**src/rtl/systolic_pkg.sv**
```systemverilog
// Shared types for the systolic result drain: FSM state encoding.
package systolic_pkg;

  typedef enum logic [1:0] {
    IDLE  = 2'd0,
    DRAIN = 2'd1,
    FLUSH = 2'd2
  } drain_state_e;

endpackage

```
**src/rtl/systolic_idx_counter.sv**
```systemverilog
// Element index counter for the drain: synchronous clear, increment enable,
// terminal-count flag. Wraps naturally because depth is a power of two.
module systolic_idx_counter #(
  parameter int depth = 16
) (
  input  logic                     clk,
  input  logic                     rst,
  input  logic                     clr,
  input  logic                     inc,
  output logic [$clog2(depth)-1:0] idx,
  output logic                     tc
);
  localparam int IW = $clog2(depth);
  localparam logic [IW-1:0] LAST_IDX = IW'(depth - 1);

  logic [IW-1:0] idx_q, idx_d;

  always_comb begin
    idx_d = idx_q;
    if (clr) begin
      idx_d = '0;
    end else if (inc) begin
      idx_d = idx_q + 1'b1;
    end
  end

  always_ff @(posedge clk or negedge rst) begin
    if (!rst) begin
      idx_q <= '0;
    end else begin
      idx_q <= idx_d;
    end
  end

  assign idx = idx_q;
  assign tc  = (idx_q == LAST_IDX);

endmodule

```
**src/rtl/systolic_result_drain.sv**
```systemverilog
// Drains a size x size result array row-major through a single-register
// valid/ready output stage. Optional build macro: SYSTOLIC_DRAIN_RELU_EN.
module systolic_result_drain
  import systolic_pkg::*;
#(
  parameter int size  = 4,
  parameter int nbits = 16
) (
  input  logic                    clk,
  input  logic                    rst,
  input  logic                    start_val,
  output logic                    start_rdy,
  output logic [$clog2(size)-1:0] out_rsel,
  output logic [$clog2(size)-1:0] out_csel,
  input  logic [nbits-1:0]        b_s_in,
  output logic [nbits-1:0]        send_msg,
  output logic                    send_val,
  input  logic                    send_rdy,
  output logic                    send_last,
  output logic                    busy
);
  localparam int SW = $clog2(size);
  localparam int IW = $clog2(size * size);

  drain_state_e     state_q, state_d;
  logic [nbits-1:0] send_msg_q, send_msg_d;
  logic             send_val_q, send_val_d;
  logic             send_last_q, send_last_d;

  logic [IW-1:0]    idx;
  logic             idx_tc;
  logic             start_fire;
  logic             capture;
  logic             fire;
  logic [nbits-1:0] cap_val;

  assign start_fire = (state_q == IDLE) && start_val;
  assign fire       = send_val_q && send_rdy;
  // The register is refilled in the same cycle it drains, giving one word per cycle.
  assign capture    = (state_q == DRAIN) && (!send_val_q || send_rdy);

`ifdef SYSTOLIC_DRAIN_RELU_EN
  assign cap_val = b_s_in[nbits-1] ? '0 : b_s_in;
`else
  assign cap_val = b_s_in;
`endif

  systolic_idx_counter #(
    .depth(size * size)
  ) u_idx (
    .clk(clk),
    .rst(rst),
    .clr(start_fire),
    .inc(capture),
    .idx(idx),
    .tc (idx_tc)
  );

  always_comb begin
    state_d     = state_q;
    send_msg_d  = send_msg_q;
    send_val_d  = send_val_q;
    send_last_d = send_last_q;
    case (state_q)
      IDLE: begin
        if (start_val) begin
          state_d = DRAIN;
        end
      end
      DRAIN: begin
        if (capture) begin
          send_msg_d  = cap_val;
          send_val_d  = 1'b1;
          send_last_d = idx_tc;
          if (idx_tc) begin
            state_d = FLUSH;
          end
        end
      end
      FLUSH: begin
        if (fire) begin
          send_val_d  = 1'b0;
          send_last_d = 1'b0;
          state_d     = IDLE;
        end
      end
      default: begin
        state_d = IDLE;
      end
    endcase
  end

  always_ff @(posedge clk or negedge rst) begin
    if (!rst) begin
      state_q     <= IDLE;
      send_msg_q  <= '0;
      send_val_q  <= 1'b0;
      send_last_q <= 1'b0;
    end else begin
      state_q     <= state_d;
      send_msg_q  <= send_msg_d;
      send_val_q  <= send_val_d;
      send_last_q <= send_last_d;
    end
  end

  assign start_rdy = (state_q == IDLE);
  assign busy      = (state_q != IDLE);
  assign send_msg  = send_msg_q;
  assign send_val  = send_val_q;
  assign send_last = send_last_q;
  // Row-major split of the flat index; forced to zero while idle.
  assign out_rsel  = (state_q == IDLE) ? '0 : idx[IW-1:SW];
  assign out_csel  = (state_q == IDLE) ? '0 : idx[SW-1:0];

endmodule

```
**config.mk**
```make
export PLATFORM = sky130hd
export DESIGN_NAME = systolic_result_drain
export DESIGN_NICKNAME = d
export VERILOG_FILES = /design/src/rtl/systolic_pkg.sv /design/src/rtl/systolic_idx_counter.sv /design/src/rtl/systolic_result_drain.sv
export SDC_FILE = /design/constraint.sdc
export NUM_CORES = 1
export LEC_CHECK = 0
export ABC_CLOCK_PERIOD_IN_PS = 1420
export CAP_MARGIN = 10
export CORE_MARGIN = 3
export CORE_UTILIZATION = 38
export CTS_CLUSTER_DIAMETER = 120
export DETAILED_ROUTE_END_ITERATION = 12
export PLACE_DENSITY = 0.83
export SLEW_MARGIN = 20
export SYNTH_ARGS = -nofsm -noshare
export SYNTH_HDL_FRONTEND = slang
export SYNTH_SLANG_ARGS = --single-unit
```
**constraint.sdc**
```tcl
create_clock -name clk -period 1.42 [get_ports clk]
set_clock_uncertainty 0.2 [all_clocks]
set_input_delay 0.355 -clock clk [delete_from_list [all_inputs] [get_ports clk]]
set_output_delay 0.355 -clock clk [all_outputs]
set_load 0.01 [all_outputs]
```
# == After elaboration in Yosys (flattened, before gate mapping) ==
# Index checks and enable logic that the tools add are counted.
# op_classes
n_addsub,1
n_eq_ne,7
muxes,14
reduce_logical,12
# op_table
operator,n
$mux W2,6
$mux W4,2
$ne A2 B2 Y1 const B,4
$pmux W2 S3,1
$reduce_bool A2 Y1,3
$add A4 B1 Y4 const B,1
$eq A4 B4 Y1 const B,1
$pmux W1 S2,2
$reduce_and A4 Y1,1
$logic_and A1 B1 Y1,3
$mux W1,3
$reduce_and A3 Y1,1
$eq A2 B1 Y1 const B,1
$eq A2 B2 Y1 const B,1
$logic_not A2 Y1,1
$reduce_and A2 Y1,1
$logic_not A1 Y1,1
$logic_or A1 B1 Y1,1
# totals
regBits,24
inputBits,20
output_inout_bits,24

# == Longest topological paths before layout ==
# depth
ltp_word,5
mapped_depth,5
mapped_depth_nobuf,4

# == Hierarchy ==
# Synthesis repeated with hierarchy kept, for this count alone.
# unflattened
hier_cells,81
hier_area_um2,1088.5
# by_module_without_submodules
mod,n_inst,cells_each,area_per_inst_um2,seq_area_each_um2
systolic_result_drain,1,64,889.6,500.5
systolic_idx_counter,1,17,198.9,100.1

# == Least setup slack after synthesis ==
# No wires, ideal clock.
# synth_timing
kind,register to output
from,reg state_q[0]
to,out busy
t_arrival_ns,1.022
required_time_ns,0.865
path_slack_ns,-0.157
stages_incl_launch_ff,4
cell_sequence,dfrtp_1 > buf_2 > nor2_1 > inv_1
# synth_via
elab_chain_len,1
# synth_rtl
element,line,source
start: declaration,systolic_result_drain.sv:25,"drain_state_e state_q, state_d;"
start signal: assignment,systolic_result_drain.sv:100,state_q <= state_d;
$reduce_bool A2 Y1,systolic_result_drain.sv:108,assign busy = (state_q != IDLE);
end: declaration,systolic_result_drain.sv:20,output logic busy
# Every way passes these cells.

# == Worst setup path in the final report ==
# layout_timing
from,reg state_q[1]
to,out out_csel[0]
# layout_via
elab_chain_len,2
# layout_rtl
element,line,source
$logic_not A2 Y1,systolic_result_drain.sv:114,assign out_csel = (state_q == IDLE) ? '0 : idx[SW-1:0];
$mux W2,systolic_result_drain.sv:114,
end: declaration,systolic_result_drain.sv:14,"output logic [$clog2(size)-1:0] out_csel,"
# Every way passes these cells.

==> summary.txt <==
Status
  • Status: finished with violations
  • Failing checks: negative setup slack

Synth
  • Post-synth top area share: between 50% and 60%
  • Ys Warns: 0
  • Main synth FF type: dfrtp_1
  • Syn Nets: 106
  • Synth area leaders: dfrtp_1 53%, mux2_4 13%, mux2_2 6.0%, nand3_1 2.2%, buf_12 1.8%
  • Syn Area/Cell: 13.2 um^2
  • Synthesized area: 1120 um^2
  • Async set-reset flop share out of synthesis: 100%
  • Top-count cell post-synth: dfrtp_1
  • Top post-synthesis cells by count: 24 x dfrtp_1, 10 x mux2_4, 6 x mux2_2, 5 x inv_1, 5 x nand3_1
  • Sequential share of the synthesized area: 53.4%
  • Register bit total from synthesis: 24
  • Syn Inst Count: 85
  • Largest area contributor in the netlist: dfrtp_1
  • Library cells used by synthesis: 28
  • Post-synth EDFFs: 0

Final layout
  • Final Net Count: 194
  • Area Overhead vs Synth: 84.3%
  • Non-Filler Instances: 203
  • N_diodes: 0
  • Layout cells sized above 1: between 60% and 70%
  • Fillers: 189
  • Layout Utilization: 74.5%

STA
  • Fmax: ~0.57 GHz
  • Post-layout minimum cycle time: 1760 ps
  • Worst-Margin Slew: ~210 ps
  • Final hold violations: 0
  • Final setup violating endpoints: 36
  • RSZ-0062 raised after global routing: yes
  • Max Transition Viols Final: 0
  • Slew Limit Headroom: 86.1%
  • Crit share post-route: 124%
  • Fin worst setup slack: -339 ps

Route
  • Routed len/inst: 16.6 um
  • Avg Vias per Cell: 5.03
  • Initial DRC Count: 27
  • Pre-antenna DRT Iters: 5
  • Via count: 1021
  • DRC violations left: 0
  • Final WL: 3370 um
  • Post-route ant nets: 0

Critical path
  • Critical path class: reg2out
  • Setup crit end kind: output pin
  • Largest fanout on the critical path: 6
  • R2R Setup Slk: -300 ps
  • WP data arrival: about 1200 ps
  • CP required: ~870 ps
  • Crit path from: state_q[1]
  • FF-to-FF Start: send_val
  • Critical Path Sink: out_csel[0]
  • Crit path launch type: register
  • Worst reg-to-reg path cell count: 6
  • Critical R2R Capture: send_msg[2]

Clock network
  • H-Tree Level Count: 1
  • Post-CTS Hold Buffers: 0
  • Clock Latency Late Sink: about 310 ps
  • Clk root buf: clkbuf_4
  • Clock sinks: 24
  • Register clock-pin slew on the reported worst setup and hold paths: 140 ps
  • CTS tree: done
  • Num CTS Buffers: 3
  • Longest Clk Path Bufs: 2

Global route
  • Total grt overflow: 0
  • Largest net degree at the start of global routing: 15
  • First-pass GRT wire length: 4660 um
  • Vias in the first global route: 1004
  • Initial antenna violation count: 0
  • Tot GR Track Use: 17.1%

Die
  • # IOs: 44
  • Die height: 60.4 um
  • Die W: 60.4 um
  • Initial Util: 40.4%
  • CORE AREA: 2780 um^2
  • Rows: 19
  • Die area: 3650 um^2

Placed design
  • Placed Instances: between 150 and 200
  • PortBufs: 43
  • Final Wtd Congestion: 0.815
  • Final HPWL DP: 1990 um

Pwr
  • VDD IR max: 1100 uV
  • Pleak: 0.990 nW
  • Pwr Density: 1470 nW/um^2

Flow run
  • Max-cap violations: 0

Hold path
  • Hold crit path type: in2async
metrics by stage:
stage	setup WS (ps)	total power, mW	hold slack (ps)	area (um^2)	setup TNS (ps)
2_1_floorplan	-140	1.55	-141	1130	-1700
3_3_place_gp	-540	2.27	288	1770	-13240
3_5_place_dp	-551	2.32	292	1770	-13620
4_1_cts	-340	2.85	140	1920	-6190
5_1_grt	-419	3.22	176	2070	-9110
6_report	-339	3.05	166	2070	-7390
what timing repair did:
| item | 4_1_cts | 5_1_grt |
|---|---|---|
| gates cloned | 1 | 0 |
| buffers inserted | 10 | 11 |
| endpoints found under the hold margin | 0 | 0 |
| gates resized for setup | 121 | 19 |
| endpoints found under the setup margin | 46 | 47 |
| pin swaps | 8 | 13 |
registers in the layout (all words and copies together) (netlist names):
signal,cells
send_last,1
send_msg,16
state_q,2
send_val,1
u_idx.idx,4
how the worst min path moves through the flow:
| stage | start | to | slack, ps | cells after the start |
|---|---|---|---|---|
| global route | rst | send_val | 180 | 2 |
| floorplan | rst | send_last | -140 | 0 |
| global placement | send_msg[15] | send_msg[15] | 290 | 1 |
| finish | rst | send_val | 170 | 2 |
| detailed placement | send_msg[12] | send_msg[12] | 290 | 1 |
| CTS | rst | send_val | 140 | 2 |
cells by family (layout without fill, tap and decap cells):
logic type,after synthesis,in the layout,share of synthesized area [%]
DFF,24,24,53.4
and+or+nand+nor,23,23,13.9
muxes,18,18,21.1
AOI/OAI and AO/OA,11,11,6.12
buffers and inverters,8,95,4.34
adders and majority gates,1,1,1.11
worst max-delay path, stage by stage, from the launching register on:
cell,delay (ps)
dfrtp_1,450
nor2_4,130
buf_6,130
nor2_1,40
buf_2,130
layout by cell type (no fill, tap or decap), types with 2 or more instances in the layout:
cell type,n
clkbuf_4,3
nand3_1,2
a211oi_2,2
mux2i_1,2
buf_6,15
nor2_1,2
clkdlybuf4s50_1,19
buf_2,20
buf_12,5
buf_4,26
nand3_2,2
nor2b_1,2
mux2_4,16
inv_1,5
dfrtp_1,23
a21oi_2,2
cell type report:
| cell class | count | area [um^2] | area share, % |
|---|---|---|---|
| inverter | 5 | 18.8 | 0.905 |
| clock inverter | 1 | 30.0 | 1.45 |
| multi-input combinational | 53 | 579 | 27.9 |
| timing repair buffer | 86 | 782 | 37.7 |
| sequential | 24 | 602 | 29.0 |
| tap | 31 | 38.8 | 1.87 |
| clock buffer | 3 | 22.5 | 1.09 |
where the power goes:
part	switching (mW)	internal, mW
combinational	0.639	0.939
clock	0.217	0.285
sequential	0.110	0.862
per-layer routing:
layer	vias up	global-route usage (%)	share of wire, %
li1	467	-	-
met1	498	21.0	39
met2	52	29.9	53
met3	4	2.98	7.3
met4	0	6.65	1.1
met5	-	0	0
(Power assumes the default switching activity.)
==> variant, RTL diff (same flow settings) <==
Change the parameter `size` from 4 to 8.
--- a/src/rtl/systolic_result_drain.sv
+++ b/src/rtl/systolic_result_drain.sv
@@ -3,7 +3,7 @@
 module systolic_result_drain
   import systolic_pkg::*;
 #(
-  parameter int size  = 4,
+  parameter int size  = 8,
   parameter int nbits = 16
 ) (
   input  logic                    clk,
Ports: changed (resized out_csel and out_rsel); port bits go from 44 to 46. No check against the original RTL was run, so the function may have changed too.
==> variant against the original RTL <==
- setup slack worse by 0.024 ns
- die area up 9.7%
- power down 22%
- final cell count up 9.4%
- largest cell class unchanged
- synthesized cell count up 15%
- routed wire length up 11%
- the run still ends with negative setup slack left
- cell area down 0.30%
- sequential cell count up 2
- area after synthesis up 11%
==> variant: results (changes against the original RTL) <==
<table>
<tr><th>Metric</th><th>Value</th></tr>
<tr><th colspan="2">Detailed routing</th></tr>
<tr><td>Average vias per placed instance</td><td>5.08 (+1.0%)</td></tr>
<tr><td>Detailed-route wire length on metal 1</td><td>1.51 mm (+16%)</td></tr>
<tr><td>First-pass iteration count of the detailed router</td><td>4 (-1)</td></tr>
<tr><td>Average wire per standard cell</td><td>16.8 um (+1.1%)</td></tr>
<tr><th colspan="2">Timing</th></tr>
<tr><td>Setup slack after layout</td><td>-0.362 ns (-0.0236 ns)</td></tr>
<tr><td>Post-Route Hold Slack</td><td>0.173 ns (+0.00674 ns)</td></tr>
<tr><td>Max-slew headroom</td><td>79.3% (-6.9 points)</td></tr>
<tr><td>Summed negative setup slack over all endpoints</td><td>-8.60 ns (-1.20 ns)</td></tr>
<tr><td>Setup violators final</td><td>41 (+14%)</td></tr>
<tr><th colspan="2">Logic synthesis</th></tr>
<tr><td>Synth Net Count</td><td>119 (+12%)</td></tr>
<tr><td>Mean instance size in the synthesized netlist</td><td>12.7 um2 (-3.9%)</td></tr>
<tr><td>Most instantiated cells after synthesis</td><td>dfrtp_1, mux2_2, mux2_4</td></tr>
<tr><td>Share of the yosys chip area belonging to registers</td><td>52.2% (-1.2 points)</td></tr>
<tr><td>Count of different cell masters after synthesis</td><td>32 (+14%)</td></tr>
<tr><th colspan="2">Placed design</th></tr>
<tr><td>Count of input and output buffers</td><td>45 (+4.7%)</td></tr>
<tr><td>Area after detailed placement</td><td>1910 um2 (+7.6%)</td></tr>
<tr><td>Placer's final routability congestion estimate</td><td>0.805 (-1.2%)</td></tr>
<tr><td>Placed wire-length estimate</td><td>2.25 mm (+13%)</td></tr>
<tr><th colspan="2">Global routing</th></tr>
<tr><td>First-pass GRT wire length</td><td>5.87 mm (+26%)</td></tr>
<tr><td>GRT Resource Usage Total</td><td>18.7% (+1.6 points)</td></tr>
<tr><td>Largest net degree at the start of global routing</td><td>27 (+12)</td></tr>
<tr><td>Global routing met3 resource utilization</td><td>3.21% (+0.23 points)</td></tr>
<tr><td>GR met1 Demand/Resource</td><td>23.8% (+2.8 points)</td></tr>
<tr><th colspan="2">Critical path</th></tr>
<tr><td>Largest driver fanout on the critical path</td><td>5 (-1)</td></tr>
<tr><td>Data arrival at the endpoint of the critical path</td><td>1.23 ns (+0.03 ns)</td></tr>
<tr><td>CP endpoint</td><td>out_csel[1]</td></tr>
<tr><th colspan="2">Power and ir drop</th></tr>
<tr><td>Leakage power</td><td>0.966 nW (-2.4%)</td></tr>
<tr><td>Largest vdd supply drop</td><td>0.000528 V (-52%)</td></tr>
<tr><td>Int Pwr</td><td>1.61 mW (-23%)</td></tr>
<tr><th colspan="2">Layout</th></tr>
<tr><td>Fillers</td><td>240 (+27%)</td></tr>
<tr><td>Fraction of final layout cells sized beyond drive strength 1</td><td>55.6% (-7.2 points)</td></tr>
<tr><th colspan="2">Run status</th></tr>
<tr><td>Violations in the final reports</td><td>negative setup slack</td></tr>
<tr><td>Status</td><td>complete, but fails checks</td></tr>
</table>
-- variant: kinds of logic after synthesis --
group	share of synthesized area, %
AOI/OAI and AO/OA	6.83
DFF	52.2
buffers and inverters	3.31
muxes	19.3
and+or+nand+nor	17.4
adders and majority gates	1.00
-- variant: timing repair --
| action | CTS | global route |
|---|---|---|
| buffers inserted | 10 | 5 |
| resized for setup | 121 | 14 |
| pin swaps | 6 | 1 |
| endpoints found under the setup margin | 50 | 51 |
| gates cloned | 2 | 0 |
| hold buffers | 0 | 0 |
-- variant: layout make-up --
cell class                 count  area share, %
clock buffer                   4           1.27
inverter                       3          0.545
multi-input combinational     66           30.4
sequential                    26           31.5
tap                           44           2.66
timing repair buffer          79           33.6
-- variant: power groups by stage --
stage               combinational, mW  clock [mW]  sequential [mW]
global route                     1.18       0.383            0.976
CTS                             0.981       0.342            0.945
global placement                0.933           0            0.957
floorplan                       0.373           0            0.993
detailed placement              0.973           0            0.965
finish                           1.10       0.330            0.959
